File: src/rtl/uart_pkg.sv
// Shared UART definitions: receiver state encoding and bit-timing helpers.
// Latency: n/a (types and constant functions only).
// Backpressure: n/a.
package uart_pkg;

    // Receiver state encoding.
    typedef enum logic [2:0] {
        ST_IDLE      = 3'd0,
        ST_START     = 3'd1,
        ST_DATA      = 3'd2,
        ST_STOP      = 3'd3,
        ST_WAIT_HIGH = 3'd4
    } rx_state_t;

    // Clock cycles per serial bit (integer division). The transmitter uses the same value.
    function automatic int calc_clks_per_bit(input int clk_hz, input int baud);
        return clk_hz / baud;
    endfunction

    // Cycles from the start-bit falling edge to mid start bit.
    function automatic int calc_half_bit(input int clks_per_bit);
        return clks_per_bit / 2;
    endfunction

endpackage

File: src/rtl/sync_fifo.sv
// Generic single-clock show-ahead FIFO: pop_data always shows the entry at the read pointer.
// Latency: a push is visible on pop_data/count the cycle after the write edge.
// Backpressure: a push while full is dropped unless a pop happens in the same cycle; a pop while empty is ignored.
//
// Ports: clk, reset (sync, active high), push/push_data, pop/pop_data,
//        full, empty, count (0..DEPTH).
module sync_fifo #(
    parameter int WIDTH = 8,
    parameter int DEPTH = 16
) (
    input  logic                       clk,
    input  logic                       reset,
    input  logic                       push,
    input  logic [WIDTH-1:0]           push_data,
    input  logic                       pop,
    output logic [WIDTH-1:0]           pop_data,
    output logic                       full,
    output logic                       empty,
    output logic [$clog2(DEPTH):0]     count
);

    localparam int AW = $clog2(DEPTH);

    logic [WIDTH-1:0] mem [DEPTH];
    logic [AW-1:0]    wr_ptr;
    logic [AW-1:0]    rd_ptr;
    logic             do_push;
    logic             do_pop;

    assign full  = (count == (AW+1)'(DEPTH));
    assign empty = (count == '0);

    // A full FIFO still accepts a push when the head leaves on the same edge.
    assign do_pop  = pop && !empty;
    assign do_push = push && (!full || do_pop);

    assign pop_data = mem[rd_ptr];

    always_ff @(posedge clk) begin
        if (reset) begin
            wr_ptr <= '0;
            rd_ptr <= '0;
            count  <= '0;
        end else begin
            // Pointers are exactly AW bits wide, so they wrap modulo DEPTH.
            if (do_push) wr_ptr <= wr_ptr + 1'b1;
            if (do_pop)  rd_ptr <= rd_ptr + 1'b1;
            if (do_push && !do_pop)
                count <= count + 1'b1;
            else if (do_pop && !do_push)
                count <= count - 1'b1;
        end
    end

    // Storage carries no reset; the consumer only looks at it while non-empty.
    always_ff @(posedge clk) begin
        if (do_push) mem[wr_ptr] <= push_data;
    end

endmodule

File: src/rtl/uart_rx_fifo.sv
// UART 8N1 receiver with mid-bit sampling feeding a show-ahead byte FIFO.
// Latency: start-bit falling edge to rx_data_ready = 2 + 1 + HALF_BIT + 9*CLKS_PER_BIT cycles.
// Backpressure: none on the line; a good byte arriving while the FIFO is full (and not popped that cycle) is dropped with an overrun pulse.
//
// Ports: clk, reset (sync, active high), uart_rx_pin (async, idle high),
//        rx_data/rx_data_ready/rx_read_ack (consumer handshake, ack pops head),
//        fifo_count, frame_error and overrun (single-cycle pulses).
module uart_rx_fifo
    import uart_pkg::*;
#(
    parameter int CLOCK_FREQUENCY = 27000000,
    parameter int BAUD_RATE       = 115200,
    parameter int FIFO_DEPTH      = 16
) (
    input  logic                          clk,
    input  logic                          reset,
    input  logic                          uart_rx_pin,
    output logic [7:0]                    rx_data,
    output logic                          rx_data_ready,
    input  logic                          rx_read_ack,
    output logic [$clog2(FIFO_DEPTH):0]   fifo_count,
    output logic                          frame_error,
    output logic                          overrun
);

    localparam int CLKS_PER_BIT = calc_clks_per_bit(CLOCK_FREQUENCY, BAUD_RATE);
    localparam int HALF_BIT     = calc_half_bit(CLKS_PER_BIT);
    localparam int CNT_W        = (CLKS_PER_BIT > 2) ? $clog2(CLKS_PER_BIT) : 1;

    localparam logic [CNT_W-1:0] BIT_END  = CNT_W'(CLKS_PER_BIT - 1);
    localparam logic [CNT_W-1:0] HALF_END = CNT_W'(HALF_BIT - 1);

    // Two-flop synchronizer; both stages reset to the idle (high) level.
    logic rx_meta;
    logic rxs;

    always_ff @(posedge clk) begin
        if (reset) begin
            rx_meta <= 1'b1;
            rxs     <= 1'b1;
        end else begin
            rx_meta <= uart_rx_pin;
            rxs     <= rx_meta;
        end
    end

    rx_state_t        state;
    logic [CNT_W-1:0] baud_cnt;
    logic [2:0]       bit_idx;
    logic [7:0]       shreg;

    logic             stop_sample;
    logic             fifo_push;
    logic             fifo_full;
    logic             fifo_empty;
    logic             drop;
    logic [7:0]       fifo_head;

    // The push is combinational so the byte lands on the stop-sample edge itself.
    assign stop_sample = (state == ST_STOP) && (baud_cnt == BIT_END);
    assign fifo_push   = stop_sample && rxs;
    // A full FIFO being popped on the same edge still takes the byte.
    assign drop        = fifo_push && fifo_full && !rx_read_ack;

    always_ff @(posedge clk) begin
        if (reset) begin
            state       <= ST_IDLE;
            baud_cnt    <= '0;
            bit_idx     <= '0;
            shreg       <= '0;
            frame_error <= 1'b0;
            overrun     <= 1'b0;
        end else begin
            frame_error <= 1'b0;
            overrun     <= 1'b0;
            case (state)
                ST_IDLE: begin
                    baud_cnt <= '0;
                    if (!rxs) state <= ST_START;
                end
                ST_START: begin
                    if (baud_cnt == HALF_END) begin
                        baud_cnt <= '0;
                        // Line back high at mid start bit: a glitch, silently ignored.
                        if (!rxs) begin
                            state   <= ST_DATA;
                            bit_idx <= '0;
                        end else begin
                            state <= ST_IDLE;
                        end
                    end else begin
                        baud_cnt <= baud_cnt + 1'b1;
                    end
                end
                ST_DATA: begin
                    if (baud_cnt == BIT_END) begin
                        baud_cnt <= '0;
                        shreg    <= {rxs, shreg[7:1]};
                        bit_idx  <= bit_idx + 3'd1;
                        if (bit_idx == 3'd7) state <= ST_STOP;
                    end else begin
                        baud_cnt <= baud_cnt + 1'b1;
                    end
                end
                ST_STOP: begin
                    if (baud_cnt == BIT_END) begin
                        baud_cnt <= '0;
                        if (rxs) begin
                            overrun <= drop;
                            state   <= ST_IDLE;
                        end else begin
                            frame_error <= 1'b1;
                            state       <= ST_WAIT_HIGH;
                        end
                    end else begin
                        baud_cnt <= baud_cnt + 1'b1;
                    end
                end
                ST_WAIT_HIGH: begin
                    // Holding here until the line recovers gives one error per break.
                    baud_cnt <= '0;
                    if (rxs) state <= ST_IDLE;
                end
                default: begin
                    state    <= ST_IDLE;
                    baud_cnt <= '0;
                end
            endcase
        end
    end

    sync_fifo #(
        .WIDTH (8),
        .DEPTH (FIFO_DEPTH)
    ) u_fifo (
        .clk       (clk),
        .reset     (reset),
        .push      (fifo_push),
        .push_data (shreg),
        .pop       (rx_read_ack),
        .pop_data  (fifo_head),
        .full      (fifo_full),
        .empty     (fifo_empty),
        .count     (fifo_count)
    );

    // Uninitialised storage is hidden while empty so reset reads back as zero.
    assign rx_data_ready = !fifo_empty;
    assign rx_data       = fifo_empty ? 8'h00 : fifo_head;

endmodule

File: config.mk
export PLATFORM = sky130hd
export DESIGN_NAME = uart_rx_fifo
export DESIGN_NICKNAME = d
export VERILOG_FILES = /design/src/rtl/uart_pkg.sv /design/src/rtl/sync_fifo.sv /design/src/rtl/uart_rx_fifo.sv
export SDC_FILE = /design/constraint.sdc
export NUM_CORES = 1
export LEC_CHECK = 0
export CORE_MARGIN = 5
export CORE_UTILIZATION = 40
export DETAILED_ROUTE_END_ITERATION = 10
export GPL_ROUTABILITY_DRIVEN = 0
export GPL_TIMING_DRIVEN = 0
export MAX_ROUTING_LAYER = met4
export SKIP_CTS_REPAIR_TIMING = 1
export SYNTH_ARGS = -nofsm -noshare
export SYNTH_HDL_FRONTEND = slang
export SYNTH_SLANG_ARGS = --single-unit
File: constraint.sdc
create_clock -name clk -period 4.6 [get_ports clk]
set_input_delay 0.92 -clock clk [delete_from_list [all_inputs] [get_ports clk]]
set_output_delay 0.92 -clock clk [all_outputs]
set_load 0.02 [all_outputs]
* After elaboration in Yosys (flattened, before gate mapping)
Memory sizes are Yosys's and may differ from the RTL's. A register that Yosys moved wholly into a read port is not among the register bits.
Index checks and enable logic that the tools add are counted.
** Storage, ports and cells
- Output and inout bits :: 16
- Memories kept :: 1
- Logic and storage cells :: 84
- Register bits after elaboration :: 39
- Memory bits (writable) :: 128
** Operators by class
- Bitwise logic cells :: 3
- Add/sub/neg operators :: 6
- Equal/unequal tests :: 15
- Reduce and logical (&&, ||, !) cells :: 24
- Multiplexer cells :: 24
** Memory list
- u_fifo.mem :: depth 16, width 8, read ports 1, clocked after Yosys merged registers in 1, write ports 1, RTL line sync_fifo.sv:24 : logic [WIDTH-1:0] mem [DEPTH];
** Operators by type and width (count)
- 3-bit 2-to-1 mux :: 10
- 8-bit 2-to-1 mux :: 3
- 8-bit one-hot mux with 2 select lines :: 1
- 3-bit one-hot mux with 5 select lines :: 1
- 2-bit inequality test (second input constant) :: 6
- 5-bit 2-to-1 mux :: 2
- 4-bit by 1-bit adder with 4-bit output (second input constant) :: 2
- 8-bit by 1-bit adder with 8-bit output (second input constant) :: 1
- 8-bit by 7-bit == test with 1-bit output (second input constant) :: 1
- 8-bit == test (second input constant) :: 1
- 1-bit logical AND :: 8
- 4-bit 2-to-1 mux :: 2
- 3-bit by 2-bit == test with 1-bit output (second input constant) :: 2
- 3-bit == test (second input constant) :: 2
- 3-bit one-hot mux with 2 select lines :: 1
- 6-bit AND reduction :: 1
- 5-bit by 1-bit adder with 5-bit output (second input constant) :: 1
- 5-bit == test (second input constant) :: 1
- 1-bit logical NOT :: 5
- 5-bit logical NOT :: 1
- 5-bit by 1-bit subtractor with 5-bit output (second input constant) :: 1
- 4-bit AND reduction :: 1
- 2-bit nonzero test :: 2
- 4-bit OR reduction :: 1
- other kinds (11) :: 15

* Depth between registers and ports, before layout
- Word-level depth :: 9
- Mapped depth :: 14
- Depth with buffers taken out :: 13

* Cells and area by module
A second synthesis with hierarchy kept.
** Second synthesis, totals
- Cell total of the unflattened synthesis :: 441
- Area total of the unflattened synthesis :: 7061.8 um^2
** By module, submodules not included
- sync_fifo :: times used 1, seq. area each 4184.0 um^2, cells an instance 312, area each 5794.3 um^2
- uart_rx_fifo :: times used 1, seq. area each 520.5 um^2, cells an instance 129, area each 1267.5 um^2

* Worst setup path before layout
Ideal clock, no wire load.
- Path kind :: reg-to-reg
- From :: reg baud_cnt[0]
- To :: reg u_fifo.count[4]
- Setup time :: 121 ps
- Data required time :: 4479 ps
- Period minus slack after synthesis :: 3188 ps
- Arrival time :: 3068 ps
- Path slack :: 1412 ps
- Path buffers :: 1
- Cell stages (with the launch flop) :: 13
- Cells stage by stage :: dfxtp_1 > ha_1 > nand4_1 > or4b_1 > buf_2 > nor3_2 > ha_1 > inv_1 > ha_1 > a21o_1 > a21oi_1 > mux2i_1 > mux2_2
** Between the ends
- Cells in the longest elaborated chain, start to end :: 7
** Ends and longest elaborated chain
- start, declared :: RTL line uart_rx_fifo.sv:48 : logic [CNT_W-1:0] baud_cnt;
- start signal, assigned :: RTL line uart_rx_fifo.sv:92 : baud_cnt <= baud_cnt + 1'b1;
- start signal, assigned :: RTL line uart_rx_fifo.sv:102 : baud_cnt <= baud_cnt + 1'b1;
- start signal, assigned :: RTL line uart_rx_fifo.sv:116 : baud_cnt <= baud_cnt + 1'b1;
- 8-bit == test (*) :: RTL line uart_rx_fifo.sv:60 : assign stop_sample = (state == ST_STOP) && (baud_cnt == BIT_END);
- 1-bit logical AND (*) :: RTL line uart_rx_fifo.sv:60
- 1-bit logical AND (*) :: RTL line uart_rx_fifo.sv:61 : assign fifo_push = stop_sample && rxs;
- 1-bit logical AND (*) :: RTL line sync_fifo.sv:35 : assign do_push = push && (!full || do_pop);
- named net u_fifo.do_push :: RTL line sync_fifo.sv:27 : logic do_push;
- 1-bit logical NOT :: RTL line sync_fifo.sv:50 : else if (do_pop && !do_push)
- 1-bit logical AND :: RTL line sync_fifo.sv:50
- 2-bit nonzero test (no source line)
- end signal, assigned :: RTL line sync_fifo.sv:49 : count <= count + 1'b1;
- end signal, assigned :: RTL line sync_fifo.sv:51 : count <= count - 1'b1;
- end, declared :: RTL line sync_fifo.sv:19 : output logic [$clog2(DEPTH):0] count
Mark *: on every way through the listed nets, which the timed path passes. The rest lies on a longest branch.
A chain may end at the register's enable or synchronous reset.

==> impl_metrics.toml <==
[drt]
drt_iter0_markers = 257
dr.pass1.iters = 5
wire_per_inst_um = 18.9
drtAntennaViolNets = 0
drc = 0
vias_per_cell = 5.24
vias = 3640
totalWireLength_um = 13100

[floorplan]
ios = 20
design.core.area_um2 = 16700
initial_core_util_pct = 41.0
die_x_um = 141
fp-row-count = 47
die_h_um = 141
die_area_um2 = 19900

[worst_setup_path]
endpoint_kind = "output pin"
crit_type = "reg2out"
worstPathArrival_ns = 3.04
required_ns = 3.68
worstRegToRegCells = 12
cp-start-kind = "register"
cp_max_fo = 10

[pwr]
pwr_density_cell_nw_per_um2 = 478
power.total_w = 0.00377
ir_drop_mv = 0.333
p_leak_nw = 2.57

[clocking]
clockRootBuffer = "clkbuf_16"
cts_tree = "done"
clock_path_buffers = 2
cts_made_buffers = 17
clk_pin_slew_ns = 0.06
numClockSinks = 171
clk_latency_ns = 0.42
h-tree-depth = 4

[final_layout]
drive_above_1_share_pct = 17.7
antenna_cells = 0
final_common_cell = "edfxtp_1"
final_cell_mix = "edfxtp_1 (128), nor2_1 (51), dfxtp_1 (43), mux4_2 (32), mux2i_1 (29)"
multi_input_area_um2 = 2040
nNetsFinal = 480
seqCellArea_um2 = 4700
stdcell_area_um2 = 7890
fillers = 1487
postLayoutCoreUtil_pct = 47.3
area_growth_pct = 15.1

[logic_synthesis]
synth_fp_nets = 442
ys.flop_type = "edfxtp_1"
ys_warn_count = 0
netlist_area_um2 = 6860
synth.distinct_cells = 44
yosysSeqAreaShare_pct = 68.6
syn-instance-count = 423
post_synth.cell_area_avg_um2 = 16.2
synth-async-reset-ratio_pct = 0
synth-edff-count = 128
ys_ff_latch = 171

[grt]
met3_usage_pct = 3.52
gr-max-usage-layer = "met2"
grt_usage_pct = 14.5
grt_first_pass_wirelength_um = 20900
overflow = 0
grtUsageMet2_pct = 23.1
grt_pass1_vias = 3728
grt_max_degree = 19
grt_antenna_before_repair = 0
use_met1_pct = 18.6

[sta]
setup_viol = 0
slew_violations = 0
post-route-min-period_ns = 3.96
setup-tns-final_ns = 0
finalHoldViolCount = 0
worst_hold_slack_ns = 0.418
max-slew-margin-rel_pct = 41.8
tightest_slew_ns = 0.868
finalCritPeriodShare_pct = 86.1
finClkSkew_ns = 0.00796
rsz0062_at_grt = "false"
clock.fmax_ghz = 0.253

[place]
placedInstanceArea_um2 = 7340
dp_hpwl_um = 8550
placement.io_buffers = 19

[hold_path]
whs_path_depth = 1
hold_path.class = "reg2reg"

[run_status]
status = "finished, final reports clean"

[flow_run]
max_cap_viol_count = 0
## power breakdown
part | leakage (nW) | internal, W | switching (W) | total, W
Combinational | 0.767 | 0.000361 | 0.000395 | 0.000756
Sequential | 1.53 | 0.00166 | 0.0000286 | 0.00169
Clock | 0.270 | 0.000716 | 0.000604 | 0.00132
## worst paths after layout
check | end | slack [ns] | from
setup / recovery | rx_data[5] | 0.64 | register
hold / removal | rxs | 0.42 | rx_meta
setup reg to reg | u_fifo.count[4] | 1.11 | baud_cnt[0]
hold reg to reg | rxs | 0.42 | rx_meta
## cells by family after synthesis
kind of cell / count (synthesis) / synth area share (%)
adder cells (fa/ha/maj): 15 / 2.85
XOR/XNOR: 14 / 1.79
AO/OA/AOI/OAI: 26 / 2.46
buffers and inverters: 31 / 1.92
AND/OR/NAND/NOR: 103 / 7.28
multiplexers: 63 / 15.1
flip-flops: 171 / 68.6
## worst max-delay path, stage by stage, from the launching register on
cell	delay [ns]
dfxtp_1	0.32
clkbuf_1	0.48
buf_1	0.67
mux2i_1	0.22
o22ai_1	0.27
clkdlybuf4s50_1	0.66
## registers in the layout, summed over array words and instances, names as in the netlist, 3 cells and up, named ones only
register / count
u_fifo.wr_ptr: 4
baud_cnt: 8
u_fifo.mem: 128
u_fifo.count: 5
shreg: 8
u_fifo.rd_ptr: 4
state: 3
bit_idx: 3
## per-stage QoR
| step | cells | setup slack [ns] |
|---|---|---|
| after floorplan | 423 | 1.41 |
| after global placement | 662 | 0.595 |
| after global routing | 694 | 0.487 |
| final | 694 | 0.642 |
| after CTS | 694 | 0.594 |
| after detailed placement | 662 | 0.627 |
## synth_stat cells (4+ instances only)
cell / n / area (um^2)
nand2b_1: 4 / 25.0
buf_1: 5 / 18.8
mux4_2: 32 / 721
inv_1: 10 / 37.5
nor2_1: 51 / 191
edfxtp_1: 128 / 3840
dfxtp_1: 43 / 861
nor4_1: 4 / 25.0
a21oi_1: 8 / 40.0
xor2_1: 7 / 61.3
o22ai_1: 8 / 50.1
ha_1: 14 / 175
clkbuf_1: 9 / 33.8
nor3_1: 4 / 20.0
xnor2_1: 7 / 61.3
buf_2: 6 / 30.0
mux2i_1: 29 / 290
nand2_1: 14 / 52.6
nand3_1: 7 / 35.0
## layout make-up
type / count / share of cell area, %
plain buffers: 21 / 1.19
clock buffers: 18 / 5.57
inverters: 10 / 0.476
clock inverters: 14 / 1.41
repair buffers: 19 / 2.41
well taps: 220 / 3.49
multi-input cells: 221 / 25.8
flip-flops and latches: 171 / 59.6
## layer usage
| layer | wire (um) | vias to the layer above |
|---|---|---|
| li1 | - | 1694 |
| met1 | 5980 | 1884 |
| met2 | 6560 | 53 |
| met3 | 472 | 9 |
| met4 | 125 | 0 |
| met5 | 0 | - |
(Power assumes the default switching activity.)
